### src/rtl/pipe_stage_skid_reg_if.sv
// Valid/ready beat channel carrying a held payload (data) and a flushable control word (ctrl).
// The master drives a beat; the slave returns ready.
interface pipe_stage_skid_reg_if #(
  parameter int DATA_W = 104,
  parameter int CTRL_W = 11
) ();
  logic              valid;
  logic              ready;
  logic [DATA_W-1:0] data;
  logic [CTRL_W-1:0] ctrl;

  modport master (output valid, output data, output ctrl, input  ready);
  modport slave  (input  valid, input  data, input  ctrl, output ready);
endinterface

### src/rtl/pipe_stage_skid_reg.sv
// Pipeline-stage register with a 2-entry skid buffer, flush of control bits, and full throughput.
// Optional macro PIPE_PERF_CNT_EN adds saturating stall/flush cycle counters.
module pipe_stage_skid_reg #(
  parameter int DATA_W = 104,
  parameter int CTRL_W = 11
`ifdef PIPE_PERF_CNT_EN
  ,
  parameter int CNT_W  = 32
`endif
) (
  input  logic                  clk,
  input  logic                  rst,
  input  logic                  flush,
  pipe_stage_skid_reg_if.slave  up,
  pipe_stage_skid_reg_if.master dn
`ifdef PIPE_PERF_CNT_EN
  ,
  output logic [CNT_W-1:0]      stall_cnt,
  output logic [CNT_W-1:0]      flush_cnt
`endif
);

  typedef enum logic [1:0] {
    EMPTY = 2'd0,
    ONE   = 2'd1,
    FULL  = 2'd2
  } state_e;

  state_e            state_q,     state_d;
  logic [DATA_W-1:0] main_data_q, main_data_d;
  logic [CTRL_W-1:0] main_ctrl_q, main_ctrl_d;
  logic [DATA_W-1:0] skid_data_q, skid_data_d;
  logic [CTRL_W-1:0] skid_ctrl_q, skid_ctrl_d;

  logic in_ready;
  logic in_fire;
  logic out_valid;
  logic out_fire;

  // in_ready depends only on held state, never on dn.ready, so no combinational
  // path crosses the stage from downstream to upstream.
  assign in_ready  = rst && (state_q != FULL);
  assign out_valid = (state_q != EMPTY);
  assign in_fire   = up.valid && in_ready;
  assign out_fire  = out_valid && dn.ready;

  assign up.ready  = in_ready;
  assign dn.valid  = out_valid;
  assign dn.data   = main_data_q;
  assign dn.ctrl   = out_valid ? main_ctrl_q : '0;

  always_comb begin
    // NOTE: every variable gets a default first so no path leaves it unassigned and infers a latch.
    state_d     = state_q;
    main_data_d = main_data_q;
    main_ctrl_d = main_ctrl_q;
    skid_data_d = skid_data_q;
    skid_ctrl_d = skid_ctrl_q;

    if (flush) begin
      // Flush kills every held beat; payload registers keep their contents.
      state_d     = EMPTY;
      main_ctrl_d = '0;
      skid_ctrl_d = '0;
    end else begin
      unique case (state_q)
        EMPTY: begin
          if (in_fire) begin
            main_data_d = up.data;
            main_ctrl_d = up.ctrl;
            state_d     = ONE;
          end
        end
        ONE: begin
          if (in_fire && out_fire) begin
            main_data_d = up.data;
            main_ctrl_d = up.ctrl;
          end else if (in_fire) begin
            skid_data_d = up.data;
            skid_ctrl_d = up.ctrl;
            state_d     = FULL;
          end else if (out_fire) begin
            state_d     = EMPTY;
          end
        end
        FULL: begin
          if (out_fire) begin
            main_data_d = skid_data_q;
            main_ctrl_d = skid_ctrl_q;
            state_d     = ONE;
          end
        end
        default: state_d = EMPTY;
      endcase
    end
  end

  always_ff @(posedge clk or negedge rst) begin
    if (!rst) begin
      // NOTE: the two entry registers are plain flops, so clearing them in reset is cheap and gives a defined out_data.
      state_q     <= EMPTY;
      main_data_q <= '0;
      main_ctrl_q <= '0;
      skid_data_q <= '0;
      skid_ctrl_q <= '0;
    end else begin
      // NOTE: non-blocking assignments so every flop samples pre-edge values regardless of statement order.
      state_q     <= state_d;
      main_data_q <= main_data_d;
      main_ctrl_q <= main_ctrl_d;
      skid_data_q <= skid_data_d;
      skid_ctrl_q <= skid_ctrl_d;
    end
  end

`ifdef PIPE_PERF_CNT_EN
  logic [CNT_W-1:0] stall_cnt_q, stall_cnt_d;
  logic [CNT_W-1:0] flush_cnt_q, flush_cnt_d;

  // Both counters saturate at all-ones and ignore flush.
  always_comb begin
    stall_cnt_d = stall_cnt_q;
    flush_cnt_d = flush_cnt_q;
    if (out_valid && !dn.ready && (stall_cnt_q != '1)) stall_cnt_d = stall_cnt_q + CNT_W'(1);
    if (flush && (flush_cnt_q != '1))                   flush_cnt_d = flush_cnt_q + CNT_W'(1);
  end

  always_ff @(posedge clk or negedge rst) begin
    if (!rst) begin
      stall_cnt_q <= '0;
      flush_cnt_q <= '0;
    end else begin
      stall_cnt_q <= stall_cnt_d;
      flush_cnt_q <= flush_cnt_d;
    end
  end

  assign stall_cnt = stall_cnt_q;
  assign flush_cnt = flush_cnt_q;
`endif

endmodule

### src/flat_wrapper.sv
// flat-port wrapper written by rule: the top's interface ports become plain ports
module pipe_stage_skid_reg_flat 
#(
  parameter int DATA_W = 104,
  parameter int CTRL_W = 11

)
  (clk, rst, flush, up_valid, up_data, up_ctrl, up_ready, dn_valid, dn_data, dn_ctrl, dn_ready);
  pipe_stage_skid_reg_if #(.DATA_W(DATA_W), .CTRL_W(CTRL_W)) up_i ();
  pipe_stage_skid_reg_if #(.DATA_W(DATA_W), .CTRL_W(CTRL_W)) dn_i ();
  input  logic clk;
  input  logic rst;
  input  logic flush;
  input wire logic [$bits(up_i.valid)-1:0] up_valid;
  input wire logic [$bits(up_i.data)-1:0] up_data;
  input wire logic [$bits(up_i.ctrl)-1:0] up_ctrl;
  output wire logic [$bits(up_i.ready)-1:0] up_ready;
  output wire logic [$bits(dn_i.valid)-1:0] dn_valid;
  output wire logic [$bits(dn_i.data)-1:0] dn_data;
  output wire logic [$bits(dn_i.ctrl)-1:0] dn_ctrl;
  input wire logic [$bits(dn_i.ready)-1:0] dn_ready;
  assign up_i.valid = up_valid;
  assign up_i.data = up_data;
  assign up_i.ctrl = up_ctrl;
  assign up_ready = up_i.ready;
  assign dn_valid = dn_i.valid;
  assign dn_data = dn_i.data;
  assign dn_ctrl = dn_i.ctrl;
  assign dn_i.ready = dn_ready;
  pipe_stage_skid_reg #(.DATA_W(DATA_W), .CTRL_W(CTRL_W)) u_core (.clk(clk), .rst(rst), .flush(flush), .up(up_i), .dn(dn_i));
endmodule
### config.mk
export PLATFORM = sky130hd
export DESIGN_NAME = pipe_stage_skid_reg_flat
export DESIGN_NICKNAME = d
export VERILOG_FILES = /design/src/rtl/pipe_stage_skid_reg_if.sv /design/src/rtl/pipe_stage_skid_reg.sv /design/src/flat_wrapper.sv
export SDC_FILE = /design/constraint.sdc
export NUM_CORES = 1
export LEC_CHECK = 0
export BUFFER_PORTS_ARGS = -buffer_cell sky130_fd_sc_hd__buf_2
export CORE_MARGIN = 2
export CORE_UTILIZATION = 40
export DETAILED_ROUTE_END_ITERATION = 10
export PLACE_DENSITY = 0.68
export SLEW_MARGIN = 20
export SYNTH_ARGS = -nofsm -noshare
export SYNTH_HDL_FRONTEND = slang
export SYNTH_SLANG_ARGS = --single-unit
### constraint.sdc
create_clock -name clk -period 2.1 [get_ports clk]
set_clock_uncertainty 0.2 [all_clocks]
set_input_delay 0.21 -clock clk [delete_from_list [all_inputs] [get_ports clk]]
set_output_delay 0.21 -clock clk [all_outputs]
set_load 0.1 [all_outputs]
==> results.tsv <==
metric	value	unit
status	finished, final reports clean	
Relative slew margins	61.9	%
achievable frequency	0.493	GHz
DR DRC count	0	
Die Y	163	um
DR iter-0 viols	401	
M1 wire length	11.0	mm
most used flip-flop cell after synthesis	dfrtp_1	
number of port buffers	236	
R2R cell count	6	
CTS Sinks	232	
most frequent cell after synthesis	dfrtp_1	
clk slew on worst S/H paths	0.06	ns
static leakage	7.31	nW
#FFs+latches synth	232	
crit-path max FO	21	
Starting Density	40.3	%
Clock Latency Late Sink	0.52	ns
worst vdd rail ir drop	0.749	mV
largest net degree at the start of global routing	111	
drt pass-1 iters	4	
Post-DRT Antenna Nets	0	
nets	1288	
post-detailed-route wirelength per cell	16.6	um
Seq/Total Area, Yosys	57.7	%
buffer depth of the longest clock path	3	
Syn Inst Count	803	
Util after Layout	55.9	%
Die Footprint	0.0264	mm2
pwr dens	1130	mW/mm2
Worst Hold Class	input pin to asynchronous set/reset pin	
row cnt	58	
fraction of layout cells with a size suffix above 1	36.0	%
Post-synth top cells	dfrtp_1, nor2_1, mux2i_1	
Synth Net Count	923	
CTS Buf Count	26	
type of origin of the critical path	flop	
CTS tree	yes	
number of fillers in the final layout	2088	
Post-synth ARST share	100	%
first-pass GRT wire length	39.3	mm
share of the synthesized area in the top cell type	57.7	%
Top Layer Used	met4	
Post-Route WL	25.2	mm
worst slew pin tran	0.571	ns
Yosys Warn Count	0	
Final Hold Fails	0	
Layout area overhead	38.8	%
global-route usage over all layers	18.3	%
Critical Path AT	2.26	ns
Tcrit/Tclk final	96.6	%
post-synth cell types	26	
FF-to-FF Start	u_core.state_q[1]	
worst r2r dst	u_core.dn.data[69]	
vias per cell	4.90	
total number of vias	7432	
Cell Area, Placed	0.0117	mm2
# setup viols final	0	
Mean Syn Cell Area	12.5	um2
top cells by area, synth	dfrtp_1, mux2i_1, mux2_4	
IO Count	237	
Crit path required time	2.33	ns
register-to-register setup slack	0.07	ns
Yosys top cell by area	dfrtp_1	
crit end category	flop	
Post-synth EDFFs	0	
ANT cells	0	
Pins Over Slew Limit	0	
global placer's final weighted congestion	0.755	
cell area after layout	0.0140	mm2
fin crit period	2.03	ns
met3 wire length	1.55	mm
Die Width	163	um
htree depth	1	
antenna violations before repair	0	
mapped cell area	0.0101	mm2
vias in the first global route	7781	
Overflow after GRT	0	
Multi-input gate area	0.00398	mm2
FF/Latch Area	0.00581	mm2
Max Cap Violations	0	
detailed placement HPWL	14.9	mm
Crit Path Class	flop to flop	
WHS	0.270	ns
WL met2	12.1	mm
total power	15.7	mW
TNS Setup	0	ns
CTS root buffer	clkbuf_16	
total core area	0.0250	mm2
registers in the layout, summed over array words and instances, names as in the netlist:
register	flops
u_core.skid_ctrl_q	11
u_core.dn.data	104
u_core.skid_data_q	104
u_core.state_q	2
u_core.main_ctrl_q	11
worst max-delay path, stage by stage, from the launching register on:
cell      delay [ns]
dfrtp_2         0.49
nand4b_1        0.30
a31oi_4         0.32
buf_12          0.22
buf_12          0.17
nor2_1          0.05
a21oi_1         0.18
worst max path at each step:
stage                            from                     end  slack [ns]
detailed placement  u_core.state_q[1]  u_core.skid_data_q[85]         0.1
floorplan           u_core.state_q[1]              dn_ctrl[0]       -0.38
CTS                 u_core.state_q[0]              dn_ctrl[4]      0.0005
global route        u_core.state_q[1]      u_core.dn.data[26]      -0.004
global placement    u_core.state_q[1]  u_core.skid_data_q[84]        0.11
finish              u_core.state_q[1]      u_core.dn.data[69]        0.07
cell families (layout without fill, tap and decap cells):
family,after synthesis,count (layout),share of synthesized area (%)
flip-flops,232,232,57.7
multiplexers,219,219,25.3
AND/OR/NAND/NOR,174,175,7.16
AO/OA/AOI/OAI,120,120,6.43
buffers and inverters,58,440,3.39
layout make-up:
cell class,instances,area share (%)
clock buffers,38,5.49
inverters,1,0.0269
multi-input cells,514,28.5
flip-flops and latches,232,41.6
repair buffers,393,20.9
clock inverters,8,0.502
well taps,330,2.96
report_power, final:
part | switching (mW) | internal [mW] | leakage (nW)
sequential | 0.459 | 5.31 | 2.83
combinational | 4.22 | 1.31 | 4.07
clock | 1.79 | 2.64 | 0.410
total | 6.47 | 9.26 | 7.31
cells in the final DEF (no fill, tap or decap), types with 2 or more instances in the layout:
cell	instances
a21oi_1	105
a311oi_1	11
buf_12	13
buf_2	223
buf_4	27
clkbuf_1	6
clkbuf_16	29
clkbuf_4	4
clkbuf_8	5
clkinv_2	5
clkinvlp_4	2
dfrtp_1	231
dlygate4sd3_1	121
mux2_2	44
mux2_4	60
mux2i_1	115
nand2_1	22
nor2_1	128
nor2b_1	12
stage by stage:
stage	setup WS (ns)	cells
global route	-0.00373	1516
CTS	0.000472	1510
global placement	0.114	1341
detailed placement	0.0988	1341
floorplan	-0.382	803
finish	0.0711	1516
metal layers:
layer / up-vias / GRT usage [%]
met5: - / 0
met4: 0 / 5.43
met3: 42 / 4.25
met2: 211 / 31.2
met1: 3656 / 23.2
li1: 3523 / -
what timing repair did:
item | in CTS | in global routing
resized for setup | 10 | 8
endpoints found under the hold margin | 268 | 0
pin swaps | 0 | 2
gates cloned | 0 | 3
setup buffers | 1 | 3
hold buffers | 122 | 0
setup endpoints to repair | 13 | 16
No activity file was read; power rests on OpenSTA's default activity.
